===== config.mk =====
export PLATFORM = sky130hd
export DESIGN_NAME = div_issue_ctrl
export DESIGN_NICKNAME = d
export VERILOG_FILES = /design/src/rtl/div_issue_ctrl.sv
export SDC_FILE = /design/constraint.sdc
export NUM_CORES = 1
export LEC_CHECK = 0
export BUFFER_PORTS_ARGS = -buffer_cell sky130_fd_sc_hd__buf_2
export CORE_UTILIZATION = 25
export CTS_BUF_LIST = sky130_fd_sc_hd__clkbuf_8
export CTS_CLUSTER_DIAMETER = 100
export CTS_CLUSTER_SIZE = 24
export DETAILED_ROUTE_END_ITERATION = 8
export GPL_TIMING_DRIVEN = 0
export SETUP_SLACK_MARGIN = 0.5
export SLEW_MARGIN = 20
export SYNTH_ARGS = -nofsm -noshare
export SYNTH_HDL_FRONTEND = slang
export SYNTH_SLANG_ARGS = --single-unit

===== constraint.sdc =====
create_clock -name clk -period 5.4 [get_ports clk]
set_input_delay 1.35 -clock clk [delete_from_list [all_inputs] [get_ports clk]]
set_output_delay 1.35 -clock clk [all_outputs]
set_load 0.01 [all_outputs]

===== src/rtl/div_issue_ctrl.sv =====
// div_issue_ctrl
//   Sequences divide/remu ops for the iterative divider in Execute. Ops from
//   the reservation station are queued in a small FIFO. They are issued one at a time
//   with operands held steady until the divider result is consumed. Divide-by-zero
//   and signed overflow are resolved locally without using the divider.
//   Results are presented to the CDB until granted. A flush empties the queue and
//   drains any divide still in flight.
//
// Ports
//   clk, reset        clock, asynchronous active-high reset
//   flush             mispredict flush (synchronous)
//   enq_*             request queue push interface (valid/ready)
//   div_valid_in      start pulse to divider; div_ready = divider idle
//   div_rob/op/...    operands to divider, held while the op is outstanding
//   div_valid_out     divider result valid; div_yumi = result consumed
//   div_result(_rob)  divider result and its ROB tag
//   cdb_req/grant     CDB request / same-cycle grant
//   cdb_rob/result    result presented on the CDB
module div_issue_ctrl #(
  parameter int DEPTH = 4,
  parameter int PTR_W = $clog2(DEPTH)
) (
  input  logic        clk,
  input  logic        reset,
  input  logic        flush,
  input  logic        enq_valid,
  output logic        enq_ready,
  input  logic [3:0]  enq_rob,
  input  logic        enq_op,
  input  logic [31:0] enq_dividend,
  input  logic [31:0] enq_divisor,
  output logic        div_valid_in,
  input  logic        div_ready,
  output logic [3:0]  div_rob,
  output logic        div_op,
  output logic [31:0] div_dividend,
  output logic [31:0] div_divisor,
  input  logic        div_valid_out,
  output logic        div_yumi,
  input  logic [31:0] div_result,
  input  logic [3:0]  div_result_rob,
  output logic        cdb_req,
  input  logic        cdb_grant,
  output logic [3:0]  cdb_rob,
  output logic [31:0] cdb_result
);

  typedef enum logic [2:0] {IDLE, LOAD, BUSY, RESULT, DRAIN} state_t;

  typedef struct packed {
    logic [3:0]  rob;
    logic        op;
    logic [31:0] dividend;
    logic [31:0] divisor;
  } entry_t;

  state_t state_reg, state_next;

  entry_t             queue_mem [DEPTH];
  logic [PTR_W-1:0]   wr_ptr_reg, rd_ptr_reg;
  logic [PTR_W:0]     count_reg;
  logic               full, empty, push, pop;

  logic [3:0]         inflight_rob_reg;
  logic               inflight_op_reg;
  logic [31:0]        inflight_dividend_reg, inflight_divisor_reg;

  logic [31:0]        result_reg, result_next;
  logic [3:0]         result_rob_reg, result_rob_next;

  logic               div_by_zero, signed_ovf, special;
  logic [31:0]        special_value;
  logic               operands_live;

  // ---------------- request queue ----------------
  assign full      = (count_reg == (PTR_W+1)'(DEPTH));
  assign empty     = (count_reg == '0);
  assign enq_ready = !full;
  // A flush discards anything offered in the same cycle.
  assign push      = enq_valid && enq_ready && !flush;

  // Storage has no reset so it maps onto plain RAM; validity comes from count_reg.
  always_ff @(posedge clk) begin
    if (push) begin
      queue_mem[wr_ptr_reg] <= '{rob: enq_rob, op: enq_op,
                                 dividend: enq_dividend, divisor: enq_divisor};
    end
  end

  always_ff @(posedge clk or posedge reset) begin
    if (reset) begin
      wr_ptr_reg <= '0;
      rd_ptr_reg <= '0;
      count_reg  <= '0;
    end else if (flush) begin
      wr_ptr_reg <= '0;
      rd_ptr_reg <= '0;
      count_reg  <= '0;
    end else begin
      if (push) wr_ptr_reg <= wr_ptr_reg + PTR_W'(1);
      if (pop)  rd_ptr_reg <= rd_ptr_reg + PTR_W'(1);
      case ({push, pop})
        2'b10:   count_reg <= count_reg + (PTR_W+1)'(1);
        2'b01:   count_reg <= count_reg - (PTR_W+1)'(1);
        default: count_reg <= count_reg;
      endcase
    end
  end

  // ---------------- in-flight op and result registers ----------------
  always_ff @(posedge clk or posedge reset) begin
    if (reset) begin
      inflight_rob_reg      <= '0;
      inflight_op_reg       <= 1'b0;
      inflight_dividend_reg <= '0;
      inflight_divisor_reg  <= '0;
      result_reg            <= '0;
      result_rob_reg        <= '0;
      state_reg             <= IDLE;
    end else begin
      if (pop) begin
        inflight_rob_reg      <= queue_mem[rd_ptr_reg].rob;
        inflight_op_reg       <= queue_mem[rd_ptr_reg].op;
        inflight_dividend_reg <= queue_mem[rd_ptr_reg].dividend;
        inflight_divisor_reg  <= queue_mem[rd_ptr_reg].divisor;
      end
      result_reg     <= result_next;
      result_rob_reg <= result_rob_next;
      state_reg      <= state_next;
    end
  end

  // ---------------- special cases ----------------
  assign div_by_zero = (inflight_divisor_reg == 32'h0);
  assign signed_ovf  = inflight_op_reg && (inflight_dividend_reg == 32'h8000_0000) &&
                       (inflight_divisor_reg == 32'hFFFF_FFFF);
  assign special     = div_by_zero || signed_ovf;
  always_comb begin
    special_value = 32'h8000_0000;
    if (div_by_zero) special_value = inflight_op_reg ? 32'hFFFF_FFFF : inflight_dividend_reg;
  end

  // ---------------- FSM next state / outputs ----------------
  always_comb begin
    state_next      = state_reg;
    result_next     = result_reg;
    result_rob_next = result_rob_reg;
    pop             = 1'b0;
    div_valid_in    = 1'b0;
    div_yumi        = 1'b0;
    cdb_req         = 1'b0;

    case (state_reg)
      IDLE: begin
        if (!empty) begin
          pop        = 1'b1;
          state_next = LOAD;
        end
      end
      LOAD: begin
        if (special) begin
          result_next     = special_value;
          result_rob_next = inflight_rob_reg;
          state_next      = RESULT;
        end else begin
          div_valid_in = div_ready;
          if (div_ready) state_next = BUSY;
        end
      end
      BUSY: begin
        div_yumi = div_valid_out;
        if (div_valid_out) begin
          result_next     = div_result;
          result_rob_next = inflight_rob_reg;
          state_next      = RESULT;
        end
      end
      RESULT: begin
        cdb_req = 1'b1;
        if (cdb_grant) state_next = IDLE;
      end
      DRAIN: begin
        div_yumi = div_valid_out;
        if (div_valid_out) state_next = IDLE;
      end
      default: state_next = IDLE;
    endcase

    if (flush) begin
      pop             = 1'b0;
      div_valid_in    = 1'b0;
      result_next     = result_reg;
      result_rob_next = result_rob_reg;
      if (state_reg == BUSY) begin
        // Leave a result arriving in the flush cycle unconsumed so DRAIN sees it
        // and always has exactly one divider result to discard.
        div_yumi   = 1'b0;
        state_next = DRAIN;
      end else if (state_reg != DRAIN) begin
        state_next = IDLE;
      end
    end
  end

  // Operands stay on the divider bus until its result has been consumed.
  assign operands_live = (state_reg == LOAD) || (state_reg == BUSY) || (state_reg == DRAIN);
  assign div_rob       = operands_live ? inflight_rob_reg      : '0;
  assign div_op        = operands_live ? inflight_op_reg       : 1'b0;
  assign div_dividend  = operands_live ? inflight_dividend_reg : '0;
  assign div_divisor   = operands_live ? inflight_divisor_reg  : '0;

  assign cdb_rob       = (state_reg == RESULT) ? result_rob_reg : '0;
  assign cdb_result    = (state_reg == RESULT) ? result_reg     : '0;

  // The divider must return the tag of the op it was given.
  a_result_tag: assert property (@(posedge clk) disable iff (reset)
    (((state_reg == BUSY) || (state_reg == DRAIN)) && div_valid_out)
      |-> (div_result_rob == inflight_rob_reg));

endmodule


==> reports/results.txt, run 1 <==
status: completed
Num CTS Buffers: 24
pin count of the biggest net entering global routing: 88
Peak Freq: 212 MHz
Leak Pwr: 6.94 nW
CTS tree: done
number of max-cap violations: 0
share of the yosys chip area belonging to registers: 69.5%
drt via density: 4.39
shortest period the worst path allows: 4710 ps
pwr dens: 457 nW/um2
post-route ant nets: 0
Initial DRC Count: 545
fill count: 6,375
max reg flops: 276
Placer Congestion: 0.789
drt wl/cell: 21.7 um
critical path, cell by cell: nor4_1 > nand4_1 > nor2_4 > clkbuf_1 > nor3_1 > buf_2
Worst Hold Class: register to register
Synth Instances: 929
Root Driver: clkbuf_8
drc violations: 0
max_slew headroom: 21.0%
IO Pins: 221
RSZ-0062 raised after global routing: no
CP Class: register to output port
ys async rst share: 29.4%
slew at the pin closest to its max-slew limit: 1180 ps
Max VDD drop: 281 uV
Initial Util: 25.4%
initial antenna violation count: 16
post-synthesis register bit count: 391
vias in the first global route: 9,546
Slew Viols, Final: 0
final wirelength: 44,400 um
Area Overhead vs Synth: 18.2%
Top FF cell, synth: edfxtp_1
Hold Violations, Final: 0
Req. time, crit path: 4050 ps
Final Skew: 52.9 ps
most frequent cells in the layout: edfxtp_1 (276), buf_2 (228), dfrtp_1 (115)
gr usage total: 13.5%
grt ovf: 0
CTS HTree Levels: 1
Crit path max-delay family: simple AND/OR/NAND/NOR gates
area of the multi-input gates: 4660 um2
register area: 11,200 um2
synth warn: 0
DR pass1 iterations: 5
Startpoint Class: register
clk sinks: 391
EDFF count, synth: 276
Row Count: 92
Synth cell types: 40
Post-CTS Setup Inserts: 0
Core Box Area: 63,300 um2
Most flops, register: queue_mem
nets@finish: 1,297
Synth Area per Inst: 17.3 um2
IO Port Bufs: 216
Setup-failing EPs final: 0
Vias: 8,970
Final Worst Setup Slack: 692 ps
CTS clk-pin slew, worst paths: 140 ps
hold slack: 517 ps
max incr delay on CP: 590 ps
Synth Cell Area: 16,100 um2
Final TNS setup: 0 ps
commonest non-fill, non-tap cell in the layout: edfxtp_1
CTS Buffer Depth: 3
layout cells sized above 1: 39.0%
Critical Path Sink Type: output port
Worst Path Buf+Inv: 2
Die W: 255 um
period utilisation layout: 87.2%
first-pass GRT wire length: 65,000 um
Syn Nets: 1,046
slowest CP cell: nor4_1
clk_lat worst skew: 660 ps
Setup WS pre-CTS: 865 ps
dpl hpwl: 31,800 um
CP Max Fanout: 10
DIE AREA: 65,300 um2
Die H: 255 um
WP data arrival: 3360 ps
worst register-to-register path, stage by stage, from the launching register on:
cell and delay [ps]:
dfrtp_1 380, buf_2 180, nor4_2 1000, nor2b_1 220, clkbuf_1 510, buf_2 420, and2_1 200, fa_1 180
or3b_2 430, o21ai_0 110, xnor2_1 150, nor2_1 50
Yosys cell counts (6+ instances only):
library cell | count | area (um2)
edfxtp_1 | 276 | 8290
dfrtp_1 | 115 | 2880
mux2_2 | 75 | 845
nor2b_1 | 72 | 450
mux4_2 | 69 | 1550
o21ai_0 | 64 | 320
and2_1 | 41 | 257
nand2_1 | 37 | 139
clkbuf_1 | 35 | 131
mux2_4 | 30 | 450
nor2_1 | 16 | 60.1
nor4_1 | 13 | 81.3
a21oi_1 | 10 | 50.1
buf_2 | 10 | 50.1
nand4_1 | 10 | 62.6
buf_1 | 7 | 26.3
nor3_1 | 6 | 30.0
xnor2_1 | 6 | 52.6
power breakdown:
group / total, mW / leakage [nW] / internal [mW] / switching (mW)
combinational: 2.88 / 2.70 / 1.33 / 1.54
sequential: 4.19 / 3.94 / 3.71 / 0.479
clock: 1.60 / 0.300 / 0.544 / 1.05
routing by layer:
metal	GRT usage, %	vias to the layer above	wire length, um
met5	0	-	98
met4	2.91	16	1010
met3	3.21	66	2470
met2	22.6	228	21100
met1	17.8	4632	19700
li1	-	4028	-
logic make-up (layout without fill, tap and decap cells):
logic type | Yosys count | in the layout | share of synthesized area, %
buf+inv | 60 | 329 | 1.62
flops | 391 | 391 | 69.5
compound gates | 78 | 78 | 2.55
simple gates | 214 | 214 | 7.76
xor+xnor | 7 | 7 | 0.382
mux | 174 | 174 | 17.7
other cells | 0 | 1 | 0
fa+ha+maj | 5 | 5 | 0.436
stage by stage:
| step | utilization [%] | total power, mW | cell area (um2) | std cells |
|---|---|---|---|---|
| global placement | 28.7 | 7.11 | 18200 | 1991 |
| floorplan | - | 5.93 | 16100 | 929 |
| global route | 30.0 | 9.14 | 19000 | 2045 |
| finish | 30.0 | 8.67 | 19000 | 2045 |
| detailed placement | 29.1 | 7.19 | 18400 | 2000 |
| CTS | 30.0 | 8.81 | 19000 | 2044 |
area by class of cell:
type / count / share of cell area, %
tap: 846 / 5.58
multi-input combinational: 478 / 24.6
clock inverter: 18 / 1.00
antenna: 1 / 0.0132
buffer: 55 / 1.30
inverter: 5 / 0.138
sequential: 391 / 58.8
timing repair buffer: 225 / 6.68
clock buffer: 26 / 1.89
timing repair:
action | 4_1_cts | 5_1_grt
hold buffers | 0 | 0
setup endpoints to repair | 11 | 1
pin swaps | 0 | 1
resized for setup | 4 | 0
path summary, 6_finish.rpt:
check,from,end,slack [ps],cells past startpoint
worst max register to register,state_reg[0]$_DFF_PP0_,count_reg[2]$_DFFE_PP0P_,1440,11
worst min-delay path,result_reg[27]$_DFFE_PP0P_,result_reg[27]$_DFFE_PP0P_,520,1
worst max-delay path,inflight_divisor_reg[13]$_DFFE_PP0P_,div_valid_in,690,6
min in group asynchronous,reset,inflight_divisor_reg[16]$_DFFE_PP0P_,640,2
max in group asynchronous,reset,inflight_dividend_reg[21]$_DFFE_PP0P_,3950,3
worst min register to register,result_reg[27]$_DFFE_PP0P_,result_reg[27]$_DFFE_PP0P_,520,1
Power figures use the tool's default switching activity.
==> run 2, diff against run 1 <==
ABC_AREA = 1   (was unset)
ABC_CLOCK_PERIOD_IN_PS = 5400   (was unset)
CELL_PAD_IN_SITES_DETAIL_PLACEMENT = 0   (was unset)
CELL_PAD_IN_SITES_GLOBAL_PLACEMENT = 2   (was unset)
PLACE_DENSITY_LB_ADDON = 0.1   (was unset)
==> reports/results.txt, run 2 <==
Yosys top cell area share: 50.1% (-1.5 points)
RR Endpoint: inflight_dividend_reg[0]$_DFFE_PP0P_
top cells by count, synth: nand2_1 (349), edfxtp_1 (276), o21ai_0 (241), nor2_1 (214), inv_1 (168)
Placer Congestion: 0.763 (-3.4%)
first-pass GRT wire length: 82,100 um (+26%)
pin count of the biggest net entering global routing: 63 (-28%)
status: completed
number of max-cap violations: 0 (unchanged)
drt via density: 4.40 (+0.29%)
DR pass1 iterations: 5 (unchanged)
most frequent cells in the layout: nand2_1 (349), edfxtp_1 (276), o21ai_0 (241)
Reg-to-Reg Start: rd_ptr_reg[1]$_DFFE_PP0P_
Die W: 259 um (+1.5%)
Most flops, register: queue_mem
Final Skew: 23.5 ps (-29.4 ps)
DIE AREA: 67,200 um2 (+2.9%)
Setup WS pre-CTS: 1210 ps (+349 ps)
Hold Violations, Final: 0 (unchanged)
CP Max Fanout: 10 (unchanged)
Startpoint Class: register
Post-CTS Setup Inserts: 0 (unchanged)
Leak Pwr: 8.20 nW (+18%)
Peak Freq: 227 MHz (+6.7%)
IO Port Bufs: 215 (-0.46%)
Area Overhead vs Synth: 18.3%
fin cells: 2,750 (+34%)
post-route core utilization: 30.1% (+0.14 points)
pwr dens: 447 nW/um2 (-2.1%)
Vias: 12,100 (+35%)
drt wl/cell: 20.5 um (-5.7%)
commonest non-fill, non-tap cell in the layout: nand2_1
clk sinks: 391 (unchanged)
grt ovf: 0 (unchanged)
vias in the first global route: 12,200 (+28%)
Setup crit end: div_divisor[21]
Root Driver: clkbuf_8
IO Pins: 221 (unchanged)
post-route ant nets: 0 (unchanged)
dpl hpwl: 41,600 um (+31%)
Num CTS Buffers: 22 (-8.3%)
Core Box Area: 64,900 um2 (+2.6%)
most frequent cell after synthesis: nand2_1
WP data arrival: 3060 ps (-300 ps)
Initial DRC Count: 661 (+21%)
Setup-failing EPs final: 0 (unchanged)
EDFF count, synth: 276 (unchanged)
CTS HTree Levels: 1 (unchanged)
CTS clk-pin slew, worst paths: 140 ps (about the same)
Row Count: 93 (+1.1%)
clk_lat worst skew: 630 ps (-30 ps)
reg2reg path depth: 8 (-3)
drc violations: 0 (unchanged)
Top FF cell, synth: edfxtp_1
CTS tree: done
hold-fix buffers at CTS: 0 (unchanged)
Synth cell types: 29 (-28%)
ys async rst share: 29.4% (unchanged)
synth warn: 0 (unchanged)
share of the yosys chip area belonging to registers: 67.5% (-2.0 points)
gr usage total: 16.5% (+3.0 points)
Initial Util: 25.5% (+0.096 points)
shortest period the worst path allows: 4410 ps (-295 ps)
Synth Instances: 1,620 (+74%)
Worst Hold Class: register to register
CTS Buffer Depth: 3 (unchanged)
reg2reg setup slack: 2490 ps (+1050 ps)
slew at the pin closest to its max-slew limit: 931 ps (-244 ps)
Syn Nets: 1,737 (+66%)
initial antenna violation count: 6 (-10)
cells resized by post-CTS repair: 0 (-4)
Die H: 259 um (+1.5%)
Req. time, crit path: 4050 ps (about the same)
layout cells sized above 1: 15.8% (-23 points)
synth top area cells: edfxtp_1 (50%), dfrtp_1 (17%), nand2_1 (7.9%), o21ai_0 (7.3%), nor2_1 (4.9%)
Synth Area per Inst: 10.2 um2 (-41%)
final wirelength: 56,300 um (+27%)
Placed Cells: 2,706 (+35%)
max_slew headroom: 37.9% (+17 points)
Slew Viols, Final: 0 (unchanged)
Critical Path Sink Type: output port
Final Worst Setup Slack: 987 ps (+295 ps)
post-synthesis register bit count: 391 (unchanged)
RSZ-0062 raised after global routing: no
crit path from: state_reg[2]$_DFF_PP0_
nets@finish: 1,992 (+54%)
max reg flops: 276 (unchanged)
cell taking the most area after synthesis: edfxtp_1
period utilisation layout: 81.7% (-5.5 points)
Synth Cell Area: 16,500 um2 (+2.9%)
CP Class: register to output port
Max VDD drop: 209 uV (-26%)
run 2: cell count changes after synthesis, sizes merged, moves of 14 or more:
cell	delta
o22ai	+70
nor2	+199
nor4	-14
nand2	+313
inv	+168
o21ai	+179
clkbuf	+33
mux4	-69
nand3	+50
nor2b	-72
mux2	-105
and2	-41
run 2: worst min path at each step:
stage	to	slack [ps]	from	cells after the start
finish	result_reg[23]$_DFFE_PP0P_	490	result_reg[23]$_DFFE_PP0P_	2
global route	result_reg[11]$_DFFE_PP0P_	510	result_reg[11]$_DFFE_PP0P_	2
CTS	result_reg[8]$_DFFE_PP0P_	490	result_reg[8]$_DFFE_PP0P_	2
detailed placement	result_reg[8]$_DFFE_PP0P_	460	result_reg[8]$_DFFE_PP0P_	2
global placement	result_reg[29]$_DFFE_PP0P_	460	result_reg[29]$_DFFE_PP0P_	2
floorplan	result_reg[0]$_DFFE_PP0P_	440	result_reg[0]$_DFFE_PP0P_	2
run 2: metrics by stage:
stage                     hold WS (ps)  total power [mW]  area (um2)  setup TNS, ps
after CTS                          492              8.92       19600              0
after global routing               513              9.38       19600              0
after detailed placement           459              7.41       19100              0
after floorplan                    442              5.87       16500         -15760
after global placement             460              7.38       18700       -1198450
final                              488              8.74       19600              0
run 2: routing by layer:
metal | track usage (%) | wire length [um] | part of all wire (%) | up-vias
met5 | 0 | 23 | 0.041 | -
met4 | 4.15 | 1080 | 1.9 | 4
met3 | 2.14 | 2310 | 4.1 | 58
met2 | 27.4 | 26400 | 47 | 248
met1 | 22.7 | 26500 | 47 | 5873
li1 | - | - | - | 5914
run 2: cells by family after synthesis:
| family | synth area share [%] |
|---|---|
| flops | 67.5 |
| fa+ha+maj | 0.424 |
| compound gates | 10.3 |
| xor+xnor | 0.106 |
| simple gates | 15.2 |
| buf+inv | 6.40 |
run 2: critical path: stages, from the launching register on:
cell and delay, ps:
dfrtp_1 490, nor3_4 450, a21oi_1 110, nand2_1 390, buf_2 400, buf_2 280
nand2_1 120, inv_1 80, buf_2 120
run 2: power breakdown:
part | total [mW] | leakage [nW] | internal, mW | switching, mW
Combinational | 3.15 | 3.98 | 0.930 | 2.22
Sequential | 4.10 | 3.98 | 3.69 | 0.410
Clock | 1.49 | 0.247 | 0.488 | 1.01
Total | 8.74 | 8.20 | 5.11 | 3.63
run 2: cell type report:
type | instances | area (um2)
fillers | 6923 | 45400
flip-flops and latches | 391 | 11200
multi-input cells | 963 | 4340
repair buffers | 231 | 1450
well taps | 855 | 1070
inverters | 173 | 657
plain buffers | 93 | 409
clock buffers | 24 | 330
clock inverters | 16 | 129
diodes | 4 | 10.0
